## src/rtl/instr_pkg.sv

```systemverilog
// Shared MIPS-31 instruction constants: one-hot select indices, opcodes, funct codes
// and field positions. The one-hot decoder uses the same bit order.
package instr_pkg;

  localparam int IDX_ADD   = 0;
  localparam int IDX_ADDU  = 1;
  localparam int IDX_SUB   = 2;
  localparam int IDX_SUBU  = 3;
  localparam int IDX_AND   = 4;
  localparam int IDX_OR    = 5;
  localparam int IDX_XOR   = 6;
  localparam int IDX_NOR   = 7;
  localparam int IDX_SLT   = 8;
  localparam int IDX_SLTU  = 9;
  localparam int IDX_SLL   = 10;
  localparam int IDX_SRL   = 11;
  localparam int IDX_SRA   = 12;
  localparam int IDX_SLLV  = 13;
  localparam int IDX_SRLV  = 14;
  localparam int IDX_SRAV  = 15;
  localparam int IDX_JR    = 16;
  localparam int IDX_ADDI  = 17;
  localparam int IDX_ADDIU = 18;
  localparam int IDX_ANDI  = 19;
  localparam int IDX_ORI   = 20;
  localparam int IDX_XORI  = 21;
  localparam int IDX_LW    = 22;
  localparam int IDX_SW    = 23;
  localparam int IDX_BEQ   = 24;
  localparam int IDX_BNE   = 25;
  localparam int IDX_SLTI  = 26;
  localparam int IDX_SLTIU = 27;
  localparam int IDX_LUI   = 28;
  localparam int IDX_J     = 29;
  localparam int IDX_JAL   = 30;

  localparam logic [5:0] OP_RTYPE = 6'b000000;
  localparam logic [5:0] OP_ADDI  = 6'b001000;
  localparam logic [5:0] OP_ADDIU = 6'b001001;
  localparam logic [5:0] OP_ANDI  = 6'b001100;
  localparam logic [5:0] OP_ORI   = 6'b001101;
  localparam logic [5:0] OP_XORI  = 6'b001110;
  localparam logic [5:0] OP_LW    = 6'b100011;
  localparam logic [5:0] OP_SW    = 6'b101011;
  localparam logic [5:0] OP_BEQ   = 6'b000100;
  localparam logic [5:0] OP_BNE   = 6'b000101;
  localparam logic [5:0] OP_SLTI  = 6'b001010;
  localparam logic [5:0] OP_SLTIU = 6'b001011;
  localparam logic [5:0] OP_LUI   = 6'b001111;
  localparam logic [5:0] OP_J     = 6'b000010;
  localparam logic [5:0] OP_JAL   = 6'b000011;

  localparam logic [5:0] FN_ADD  = 6'b100000;
  localparam logic [5:0] FN_ADDU = 6'b100001;
  localparam logic [5:0] FN_SUB  = 6'b100010;
  localparam logic [5:0] FN_SUBU = 6'b100011;
  localparam logic [5:0] FN_AND  = 6'b100100;
  localparam logic [5:0] FN_OR   = 6'b100101;
  localparam logic [5:0] FN_XOR  = 6'b100110;
  localparam logic [5:0] FN_NOR  = 6'b100111;
  localparam logic [5:0] FN_SLT  = 6'b101010;
  localparam logic [5:0] FN_SLTU = 6'b101011;
  localparam logic [5:0] FN_SLL  = 6'b000000;
  localparam logic [5:0] FN_SRL  = 6'b000010;
  localparam logic [5:0] FN_SRA  = 6'b000011;
  localparam logic [5:0] FN_SLLV = 6'b000100;
  localparam logic [5:0] FN_SRLV = 6'b000110;
  localparam logic [5:0] FN_SRAV = 6'b000111;
  localparam logic [5:0] FN_JR   = 6'b001000;

  localparam int OP_LSB    = 26;
  localparam int RS_LSB    = 21;
  localparam int RT_LSB    = 16;
  localparam int RD_LSB    = 11;
  localparam int SHAMT_LSB = 6;

  function automatic logic [5:0] r_funct(input int idx);
    case (idx)
      IDX_ADD:  r_funct = FN_ADD;
      IDX_ADDU: r_funct = FN_ADDU;
      IDX_SUB:  r_funct = FN_SUB;
      IDX_SUBU: r_funct = FN_SUBU;
      IDX_AND:  r_funct = FN_AND;
      IDX_OR:   r_funct = FN_OR;
      IDX_XOR:  r_funct = FN_XOR;
      IDX_NOR:  r_funct = FN_NOR;
      IDX_SLT:  r_funct = FN_SLT;
      IDX_SLTU: r_funct = FN_SLTU;
      IDX_SLL:  r_funct = FN_SLL;
      IDX_SRL:  r_funct = FN_SRL;
      IDX_SRA:  r_funct = FN_SRA;
      IDX_SLLV: r_funct = FN_SLLV;
      IDX_SRLV: r_funct = FN_SRLV;
      IDX_SRAV: r_funct = FN_SRAV;
      IDX_JR:   r_funct = FN_JR;
      default:  r_funct = '0;
    endcase
  endfunction

  function automatic logic [5:0] i_op(input int idx);
    case (idx)
      IDX_ADDI:  i_op = OP_ADDI;
      IDX_ADDIU: i_op = OP_ADDIU;
      IDX_ANDI:  i_op = OP_ANDI;
      IDX_ORI:   i_op = OP_ORI;
      IDX_XORI:  i_op = OP_XORI;
      IDX_LW:    i_op = OP_LW;
      IDX_SW:    i_op = OP_SW;
      IDX_BEQ:   i_op = OP_BEQ;
      IDX_BNE:   i_op = OP_BNE;
      IDX_SLTI:  i_op = OP_SLTI;
      IDX_SLTIU: i_op = OP_SLTIU;
      IDX_LUI:   i_op = OP_LUI;
      default:   i_op = '0;
    endcase
  endfunction

  // Constant-shift instructions are the only R-types that carry a shamt.
  function automatic logic is_shift_imm(input int idx);
    is_shift_imm = (idx == IDX_SLL) || (idx == IDX_SRL) || (idx == IDX_SRA);
  endfunction

endpackage

```

## src/rtl/instr_enc_if.sv

```systemverilog
// Request and result handshakes of the instruction encoder.
interface instr_enc_if;
  logic        in_valid;
  logic        in_ready;
  logic [31:0] in_sel;
  logic [4:0]  in_rs;
  logic [4:0]  in_rt;
  logic [4:0]  in_rd;
  logic [4:0]  in_shamt;
  logic [15:0] in_imm;
  logic [25:0] in_target;
  logic        out_valid;
  logic        out_ready;
  logic [31:0] out_data;

  modport master (
    output in_valid, in_sel, in_rs, in_rt, in_rd, in_shamt, in_imm, in_target, out_ready,
    input  in_ready, out_valid, out_data
  );

  modport slave (
    input  in_valid, in_sel, in_rs, in_rt, in_rd, in_shamt, in_imm, in_target, out_ready,
    output in_ready, out_valid, out_data
  );
endinterface

```

## src/rtl/sync_fifo.sv

```systemverilog
// Synchronous FIFO with extra-MSB pointers; a full FIFO refuses pushes even when
// a pop happens in the same cycle. The head reads as zero while empty.
module sync_fifo #(
  parameter int WIDTH = 32,
  parameter int DEPTH = 4
) (
  input  logic             clk,
  input  logic             rst,
  input  logic             push,
  input  logic [WIDTH-1:0] push_data,
  input  logic             pop,
  output logic             full,
  output logic             empty,
  output logic [WIDTH-1:0] head
);

  localparam int AW = $clog2(DEPTH);

  logic [AW:0]      wptr;
  logic [AW:0]      rptr;
  logic [WIDTH-1:0] mem [DEPTH];
  logic             do_push;
  logic             do_pop;

  assign full    = (wptr[AW] != rptr[AW]) && (wptr[AW-1:0] == rptr[AW-1:0]);
  assign empty   = (wptr == rptr);
  assign do_push = push && !full;
  assign do_pop  = pop && !empty;
  assign head    = empty ? '0 : mem[rptr[AW-1:0]];

  always_ff @(posedge clk or posedge rst) begin
    if (rst) begin
      wptr <= '0;
      rptr <= '0;
    end else begin
      if (do_push) wptr <= wptr + 1'b1;
      if (do_pop)  rptr <= rptr + 1'b1;
    end
  end

  // Storage needs no reset: empty pointers mask whatever it holds.
  always_ff @(posedge clk) begin
    if (do_push) mem[wptr[AW-1:0]] <= push_data;
  end

endmodule

```

## src/rtl/instr_enc.sv

```systemverilog
// Streaming MIPS-31 encoder: one-hot select plus operands in, 32-bit instruction
// words out through a small FIFO, with pop and illegal-request counters.
module instr_enc
  import instr_pkg::*;
#(
  parameter int FIFO_DEPTH = 4,
  parameter int CNT_W      = 16
) (
  input  logic             clk,
  input  logic             rst,
  instr_enc_if.slave       bus,
  output logic             err,
  output logic [CNT_W-1:0] out_cnt,
  output logic [CNT_W-1:0] err_cnt
);

  function automatic logic [31:0] encode(
    input logic [31:0] sel,
    input logic [4:0]  rs,
    input logic [4:0]  rt,
    input logic [4:0]  rd,
    input logic [4:0]  shamt,
    input logic [15:0] imm,
    input logic [25:0] target
  );
    int          idx;
    logic [4:0]  rs_f;
    logic [4:0]  rt_f;
    logic [4:0]  rd_f;
    logic [4:0]  sh_f;
    logic [31:0] w;
    idx  = 0;
    rs_f = rs;
    rt_f = rt;
    rd_f = rd;
    sh_f = '0;
    for (int i = 0; i < 31; i++) begin
      if (sel[i]) idx = i;
    end
    if (idx <= IDX_JR) begin
      if (is_shift_imm(idx)) begin
        rs_f = '0;
        sh_f = shamt;
      end
      if (idx == IDX_JR) begin
        rt_f = '0;
        rd_f = '0;
      end
      w = (32'(OP_RTYPE) << OP_LSB) | (32'(rs_f) << RS_LSB) | (32'(rt_f) << RT_LSB) |
          (32'(rd_f) << RD_LSB) | (32'(sh_f) << SHAMT_LSB) | 32'(r_funct(idx));
    end else if (idx <= IDX_LUI) begin
      if (idx == IDX_LUI) rs_f = '0;
      w = (32'(i_op(idx)) << OP_LSB) | (32'(rs_f) << RS_LSB) | (32'(rt_f) << RT_LSB) |
          32'(imm);
    end else begin
      w = (32'((idx == IDX_J) ? OP_J : OP_JAL) << OP_LSB) | 32'(target);
    end
    return w;
  endfunction

  logic        full;
  logic        empty;
  logic        legal;
  logic        accept;
  logic        pop;
  logic [31:0] enc_word;

  assign legal    = $onehot(bus.in_sel[30:0]) && !bus.in_sel[31];
  assign accept   = bus.in_valid && bus.in_ready;
  assign pop      = bus.out_valid && bus.out_ready;
  assign enc_word = encode(bus.in_sel, bus.in_rs, bus.in_rt, bus.in_rd,
                           bus.in_shamt, bus.in_imm, bus.in_target);

  assign bus.in_ready  = !full;
  assign bus.out_valid = !empty;

  sync_fifo #(
    .WIDTH (32),
    .DEPTH (FIFO_DEPTH)
  ) u_fifo (
    .clk       (clk),
    .rst       (rst),
    .push      (accept && legal),
    .push_data (enc_word),
    .pop       (pop),
    .full      (full),
    .empty     (empty),
    .head      (bus.out_data)
  );

  // Illegal requests are still consumed; they only raise the error pulse and count.
  always_ff @(posedge clk or posedge rst) begin
    if (rst) begin
      err     <= 1'b0;
      out_cnt <= '0;
      err_cnt <= '0;
    end else begin
      err <= accept && !legal;
      if (accept && !legal) err_cnt <= err_cnt + 1'b1;
      if (pop)              out_cnt <= out_cnt + 1'b1;
    end
  end

endmodule

```

## src/flat_wrapper.sv

```systemverilog
// flat-port wrapper written by rule: the top's interface ports become plain ports
module instr_enc_flat import instr_pkg::*;
#(
  parameter int FIFO_DEPTH = 4,
  parameter int CNT_W      = 16
)
  (clk, rst, err, out_cnt, err_cnt, bus_in_valid, bus_in_sel, bus_in_rs, bus_in_rt, bus_in_rd, bus_in_shamt, bus_in_imm, bus_in_target, bus_out_ready, bus_in_ready, bus_out_valid, bus_out_data);
  instr_enc_if bus_i ();
  input  logic clk;
  input  logic rst;
  output logic err;
  output logic [CNT_W-1:0] out_cnt;
  output logic [CNT_W-1:0] err_cnt;
  input wire logic [$bits(bus_i.in_valid)-1:0] bus_in_valid;
  input wire logic [$bits(bus_i.in_sel)-1:0] bus_in_sel;
  input wire logic [$bits(bus_i.in_rs)-1:0] bus_in_rs;
  input wire logic [$bits(bus_i.in_rt)-1:0] bus_in_rt;
  input wire logic [$bits(bus_i.in_rd)-1:0] bus_in_rd;
  input wire logic [$bits(bus_i.in_shamt)-1:0] bus_in_shamt;
  input wire logic [$bits(bus_i.in_imm)-1:0] bus_in_imm;
  input wire logic [$bits(bus_i.in_target)-1:0] bus_in_target;
  input wire logic [$bits(bus_i.out_ready)-1:0] bus_out_ready;
  output wire logic [$bits(bus_i.in_ready)-1:0] bus_in_ready;
  output wire logic [$bits(bus_i.out_valid)-1:0] bus_out_valid;
  output wire logic [$bits(bus_i.out_data)-1:0] bus_out_data;
  assign bus_i.in_valid = bus_in_valid;
  assign bus_i.in_sel = bus_in_sel;
  assign bus_i.in_rs = bus_in_rs;
  assign bus_i.in_rt = bus_in_rt;
  assign bus_i.in_rd = bus_in_rd;
  assign bus_i.in_shamt = bus_in_shamt;
  assign bus_i.in_imm = bus_in_imm;
  assign bus_i.in_target = bus_in_target;
  assign bus_i.out_ready = bus_out_ready;
  assign bus_in_ready = bus_i.in_ready;
  assign bus_out_valid = bus_i.out_valid;
  assign bus_out_data = bus_i.out_data;
  instr_enc #(.FIFO_DEPTH(FIFO_DEPTH), .CNT_W(CNT_W)) u_core (.clk(clk), .rst(rst), .bus(bus_i), .err(err), .out_cnt(out_cnt), .err_cnt(err_cnt));
endmodule
```

## config.mk

```make
export PLATFORM = sky130hd
export DESIGN_NAME = instr_enc_flat
export DESIGN_NICKNAME = d
export VERILOG_FILES = /design/src/rtl/instr_pkg.sv /design/src/rtl/instr_enc_if.sv /design/src/rtl/sync_fifo.sv /design/src/rtl/instr_enc.sv /design/src/flat_wrapper.sv
export SDC_FILE = /design/constraint.sdc
export NUM_CORES = 1
export LEC_CHECK = 0
export CORE_MARGIN = 10
export CORE_UTILIZATION = 46
export DETAILED_ROUTE_END_ITERATION = 8
export PLACE_DENSITY = 0.84
export SLEW_MARGIN = 5
export SYNTH_ARGS = -nofsm -noshare
export SYNTH_HDL_FRONTEND = slang
export SYNTH_SLANG_ARGS = --single-unit
```

## constraint.sdc

```tcl
create_clock -name clk -period 8 [get_ports clk]
set_clock_uncertainty 0.05 [all_clocks]
set_input_delay 1.2 -clock clk [delete_from_list [all_inputs] [get_ports clk]]
set_output_delay 1.2 -clock clk [all_outputs]
set_load 0.05 [all_outputs]
```

==> impl_metrics.yaml, run 1 <==
place:
  gp_congestion: 0.902
  place_area_um2: 10800
  hpwl_mm: 16.5
  dp_slack_ns: 0.544
  dp.cells: 1070
  io_buffers: 163
worst_setup_path:
  crit_type: "in -> reg"
  cp-end-kind: "flip-flop"
  cp.required_ns: 8.07
  worst_setup_path_start_kind: "input pin"
  worstPathArrival_ns: 7.04
  cp_max_fo: 12
sta:
  hold_violations: 0
  finalCritPeriodShare_pct: 87.1
  rsz0062_at_grt: "false"
  setup_viol: 0
  setup_tns_ns: 0
  layout_min_cycle_time_ns: 6.97
  worst_slew_pin_slew_ns: 1.06
  fmax_mhz: 143
  slew_violations: 0
  setup_slack_ns: 1.03
  hold_ws_ns: 0.418
  max_slew_margin_pct: 29.1
finish:
  final_core_util_pct: 60.5
  multi_input_comb_area_um2: 3820
  area_growth_pct: 28.4
  seqCellArea_um2: 4700
  nets: 991
  stdcell_area_um2: 11400
  final.fill_count: 1459
  final_cell_mix: "163 x clkdlybuf4s50_1, 124 x edfxtp_1, 61 x inv_1, 40 x and2_1, 39 x ha_1"
  finish.cell_count_without_fillers: 1103
  layout_commonest_cell: "clkdlybuf4s50_1"
  drive_above_1_share_pct: 11.5
detailed_routing:
  drc: 0
  viasPerCell: 5.55
  wirelength_mm: 22.6
  wl_per_cell_um: 20.5
  drtIter0Drc: 567
  drt-pass1-iter-count: 5
  antenna_left: 0
  vias: 6123
grt:
  gr-usage-all-layers_pct: 17.8
  antenna_found_initial: 2
  grt_overflow: 0
  grt_max_degree: 40
  grt_pass1_vias: 6402
  grt_pass1_wl_mm: 35.9
clock_tree:
  clockBufferDepth: 2
  hold_buffers: 0
  root_buffer: "clkbuf_16"
  post_cts_buffers: 0
  numCtsBuffers: 17
  cts_htree_levels: 4
  clock_latency_ns: 0.42
  clock_sinks: 163
  clkTransAtPathRegs_ns: 0.07
  cts_tree: "yes"
  ctsResizeCount: 0
floorplan:
  io_pins: 165
  dieArea_um2: 25200
  start_util_pct: 47.1
  rows: 50
  die_h_um: 159
  design.core.area_um2: 18800
  die_x_um: 159
yosys:
  synth_flop_cell: "edfxtp_1"
  synth_edf_count: 124
  yosysWarnings: 0
  ys_types: 71
  syn-num-nets: 824
  synth_seq_cells: 163
  seq_area_frac_synth_pct: 53.0
  synthArstFlopShare_pct: 23.9
  syn_area_per_cell_um2: 13.4
  synth.cell_area_um2: 8870
  synth_cells: 662
hold_path:
  hp-class: "reg -> reg"
job:
  drv_cap: 0
power:
  power.leakage_nw: 4.25
  peakVddDrop_mv: 0.181
  p_per_area_nw_per_um2: 361
  finalPower_mw: 4.11
status:
  status: "finished, final reports clean"
worst paths after layout:
path                            cells after the start                 endpoint                   from  slack [ns]
worst max-delay path                               19  u_core.u_fifo.mem[0][0]         bus_in_sel[28]        1.03
worst min-delay path                                1       u_core.out_cnt[15]     u_core.out_cnt[15]        0.42
worst max register to register                      6  u_core.u_fifo.mem[0][0]  u_core.u_fifo.rptr[2]        5.01
worst min register to register                      1       u_core.out_cnt[15]     u_core.out_cnt[15]        0.42
max in group asynchronous                           3    u_core.u_fifo.rptr[0]                    rst        6.39
min in group asynchronous                           3       u_core.err_cnt[14]                    rst        1.15
worst max-delay path: stages:
cell	delay (ns)
clkdlybuf4s50_1	0.52
ha_1	0.34
inv_1	0.05
fa_1	0.53
inv_1	0.06
fa_1	0.50
fa_1	0.57
fa_1	0.46
fa_1	0.52
ha_1	0.16
inv_1	0.05
fa_1	0.40
nor2b_1	0.13
o21ai_0	0.10
nand3_1	0.10
nand4b_1	0.12
nor2b_1	0.34
and2_1	0.55
buf_4	0.32
flip-flops by register name, summed over array words and instances (netlist names):
name                cells
u_core.u_fifo.rptr      3
u_core.out_cnt         16
u_core.u_fifo.wptr      3
u_core.u_fifo.mem     124
u_core.err_cnt         16
u_core.err              1
layer usage:
layer / vias to the layer above / routed length, um / GRT usage, %
li1: 2803 / - / -
met1: 3086 / 9030 / 21.1
met2: 213 / 12200 / 32.1
met3: 21 / 1050 / 3.18
met4: 0 / 315 / 5.94
met5: - / 0 / 0
kinds of logic after synthesis:
kind of cell | after synthesis | share of synthesized area (%)
and+or+nand+nor | 168 | 11.1
adders and majority gates | 64 | 11.1
other | 1 | 0.0423
AOI/OAI and AO/OA | 102 | 8.18
xor gates and xnor gates | 40 | 3.95
DFF | 163 | 53.0
muxes | 37 | 8.60
buffers and inverters | 87 | 3.96
power by group:
group	total [mW]	leakage [nW]	switching [mW]	internal, mW
clock network	0.813	0.292	0.344	0.469
registers	1.10	1.61	0.0653	1.03
logic	2.20	2.35	1.33	0.869
total	4.11	4.25	1.74	2.37
synthesized netlist by cell type (3+ instances only):
cell type	count	area, um2
mux2_2	4	45.0
o22ai_1	6	37.5
nand4_1	16	100
o21ai_0	18	90.1
o2bb2ai_1	6	52.6
a31oi_1	3	18.8
nand3_1	14	70.1
nor4_1	5	31.3
clkbuf_1	14	52.6
mux4_2	31	698
a21boi_0	4	30.0
dfrtp_1	39	976
xor2_1	8	70.1
a22oi_1	6	45.0
inv_1	61	229
edfxtp_1	124	3720
o22ai_2	3	37.5
buf_2	5	25.0
xnor2_1	32	280
nor2b_1	4	25.0
ha_1	39	488
nor3_1	7	35.0
buf_1	4	15.0
a21oi_1	19	95.1
fa_1	25	500
and4_1	3	26.3
and2_1	40	250
nand3b_1	6	45.0
a22o_1	5	43.8
o21a_1	3	22.5
nor2_1	22	82.6
and3_1	10	62.6
nand2_1	21	78.8
a211oi_1	5	37.5
area by class of cell:
class / count / area share [%]
diodes: 2 / 0.0440
clock buffers: 17 / 3.74
clock inverters: 14 / 1.48
inverters: 61 / 2.01
multi-input cells: 412 / 33.5
flip-flops and latches: 163 / 41.3
well taps: 260 / 2.86
repair buffers: 174 / 15.1
Power figures use the tool's default switching activity.
==> inputs of run 2 (changes only) <==
CORE_MARGIN = not set   (was 10)
==> impl_metrics.yaml, run 2 (synthesis gave the netlist of run 1 again) <==
sta:
  fmax_mhz: 149
  max_slew_margin_pct: 30.0
  rsz0062_at_grt: "false"
  worst_slew_pin_slew_ns: 1.05
  hold_ws_ns: 0.419
  setup_slack_ns: 1.29
  layout_min_cycle_time_ns: 6.71
  setup_tns_ns: 0
  slew_violations: 0
  setup_viol: 0
  finalCritPeriodShare_pct: 83.9
  hold_violations: 0
worst_setup_path:
  slowest_stage: "fa_1"
  cp.depth: 18
  worst_setup_path_start_kind: "input pin"
  cp.required_ns: 8.02
  crit_chain: "clkdlybuf4s50_1, ha_1, inv_1, fa_1, inv_1, fa_1, fa_1, fa_1, fa_1, ha_1, inv_1, fa_1, xnor2_1, nor3_1, nand4b_1, nor2b_1, and2_1, buf_4"
  max_stage_delay_ns: 0.58
  cpMostUsedCell: "fa_1"
  path_buf_inv: 5
  reg2reg_depth: 8
  cp_max_fo: 31
  worstPathArrival_ns: 6.73
  cp-end-kind: "flip-flop"
  crit_family: "adder cells"
  crit_type: "in -> reg"
clock_tree:
  clock_sinks: 163
  numCtsBuffers: 17
  ctsResizeCount: 0
  clock_latency_ns: 0.42
  post_cts_buffers: 0
  hold_buffers: 0
  cts_tree: "yes"
  clkTransAtPathRegs_ns: 0.06
  root_buffer: "clkbuf_16"
  cts_htree_levels: 4
  clockBufferDepth: 2
finish:
  final.fill_count: 1398
  seqCellArea_um2: 4700
  drive_above_1_share_pct: 11.5
  area_growth_pct: 27.9
  nets: 991
  final_cell_mix: "163 x clkdlybuf4s50_1, 124 x edfxtp_1, 61 x inv_1, 40 x and2_1, 39 x ha_1"
  stdcell_area_um2: 11300
  largest_reg_flops: 124
  n_antenna_cell: 0
  multi_input_comb_area_um2: 3820
  layout_commonest_cell: "clkdlybuf4s50_1"
grt:
  grt_overflow: 0
  antenna_found_initial: 0
  gr-usage-all-layers_pct: 23.1
  grt_pass1_vias: 6393
  grt_pass1_wl_mm: 34.6
  grt_max_degree: 40
job:
  drv_cap: 0
floorplan:
  dieArea_um2: 19800
  design.core.area_um2: 18800
  die_h_um: 141
  io_pins: 165
  die_x_um: 141
  start_util_pct: 47.1
  rows: 50
power:
  p_per_area_nw_per_um2: 358
  peakVddDrop_mv: 0.196
  power.leakage_nw: 4.21
detailed_routing:
  drt-pass1-iter-count: 5
  wirelength_mm: 21.7
  vias: 6165
  drc: 0
  wl_per_cell_um: 19.7
  viasPerCell: 5.59
  antenna_left: 0
  drtIter0Drc: 379
place:
  gp_congestion: 0.920
  io_buffers: 163
  place_area_um2: 10800
  dp_slack_ns: 0.813
  hpwl_mm: 14.7
hold_path:
  holdPathStages: 1
  hp-class: "reg -> reg"
status:
  status: "finished, final reports clean"
-- run 2: cell count changes in the layout (fill, tap and decap cells not counted), moves of 2 or more --
cell / before / now
clkinvlp_4: 1 / 5
clkinv_4: 0 / 3
inv_6: 6 / 3
diode_2: 2 / 0
inv_8: 2 / 0
-- run 2: cell type report --
cell class	count	area share, %
flip-flops and latches	163	41.4
multi-input cells	412	33.7
repair buffers	174	15.1
clock buffers	17	3.75
well taps	260	2.87
inverters	61	2.02
clock inverters	15	1.18
-- run 2: routing by layer --
metal,up-vias,global-route usage (%),wire (um)
li1,2783,-,-
met1,3038,29.0,8670
met2,292,38.5,11000
met3,52,4.25,1320
met4,0,11.7,688
met5,-,0,0
-- run 2: path summary, 6_finish.rpt --
check	from	endpoint	slack, ns
worst max register to register	u_core.u_fifo.rptr[0]	u_core.u_fifo.mem[0][5]	4.95
max in group asynchronous	rst	u_core.u_fifo.rptr[0]	6.35
worst min-delay path	u_core.err_cnt[15]	u_core.err_cnt[15]	0.42
worst min register to register	u_core.err_cnt[15]	u_core.err_cnt[15]	0.42
worst max-delay path	bus_in_sel[28]	u_core.u_fifo.mem[0][5]	1.29
min in group asynchronous	rst	u_core.out_cnt[14]	1.17
-- run 2: report_power, final --
group | switching [mW] | internal, mW
combinational | 1.32 | 0.868
sequential | 0.0674 | 1.03
clock | 0.341 | 0.429
total | 1.73 | 2.33
-- run 2: per-stage QoR --
stage	utilization [%]	total power, mW	std cells
final	60.3	4.06	1102
after global routing	60.3	4.27	1102
after CTS	60.3	4.09	1102
after detailed placement	57.3	3.31	1070
after global placement	57.3	3.25	1070
after floorplan	-	2.66	662
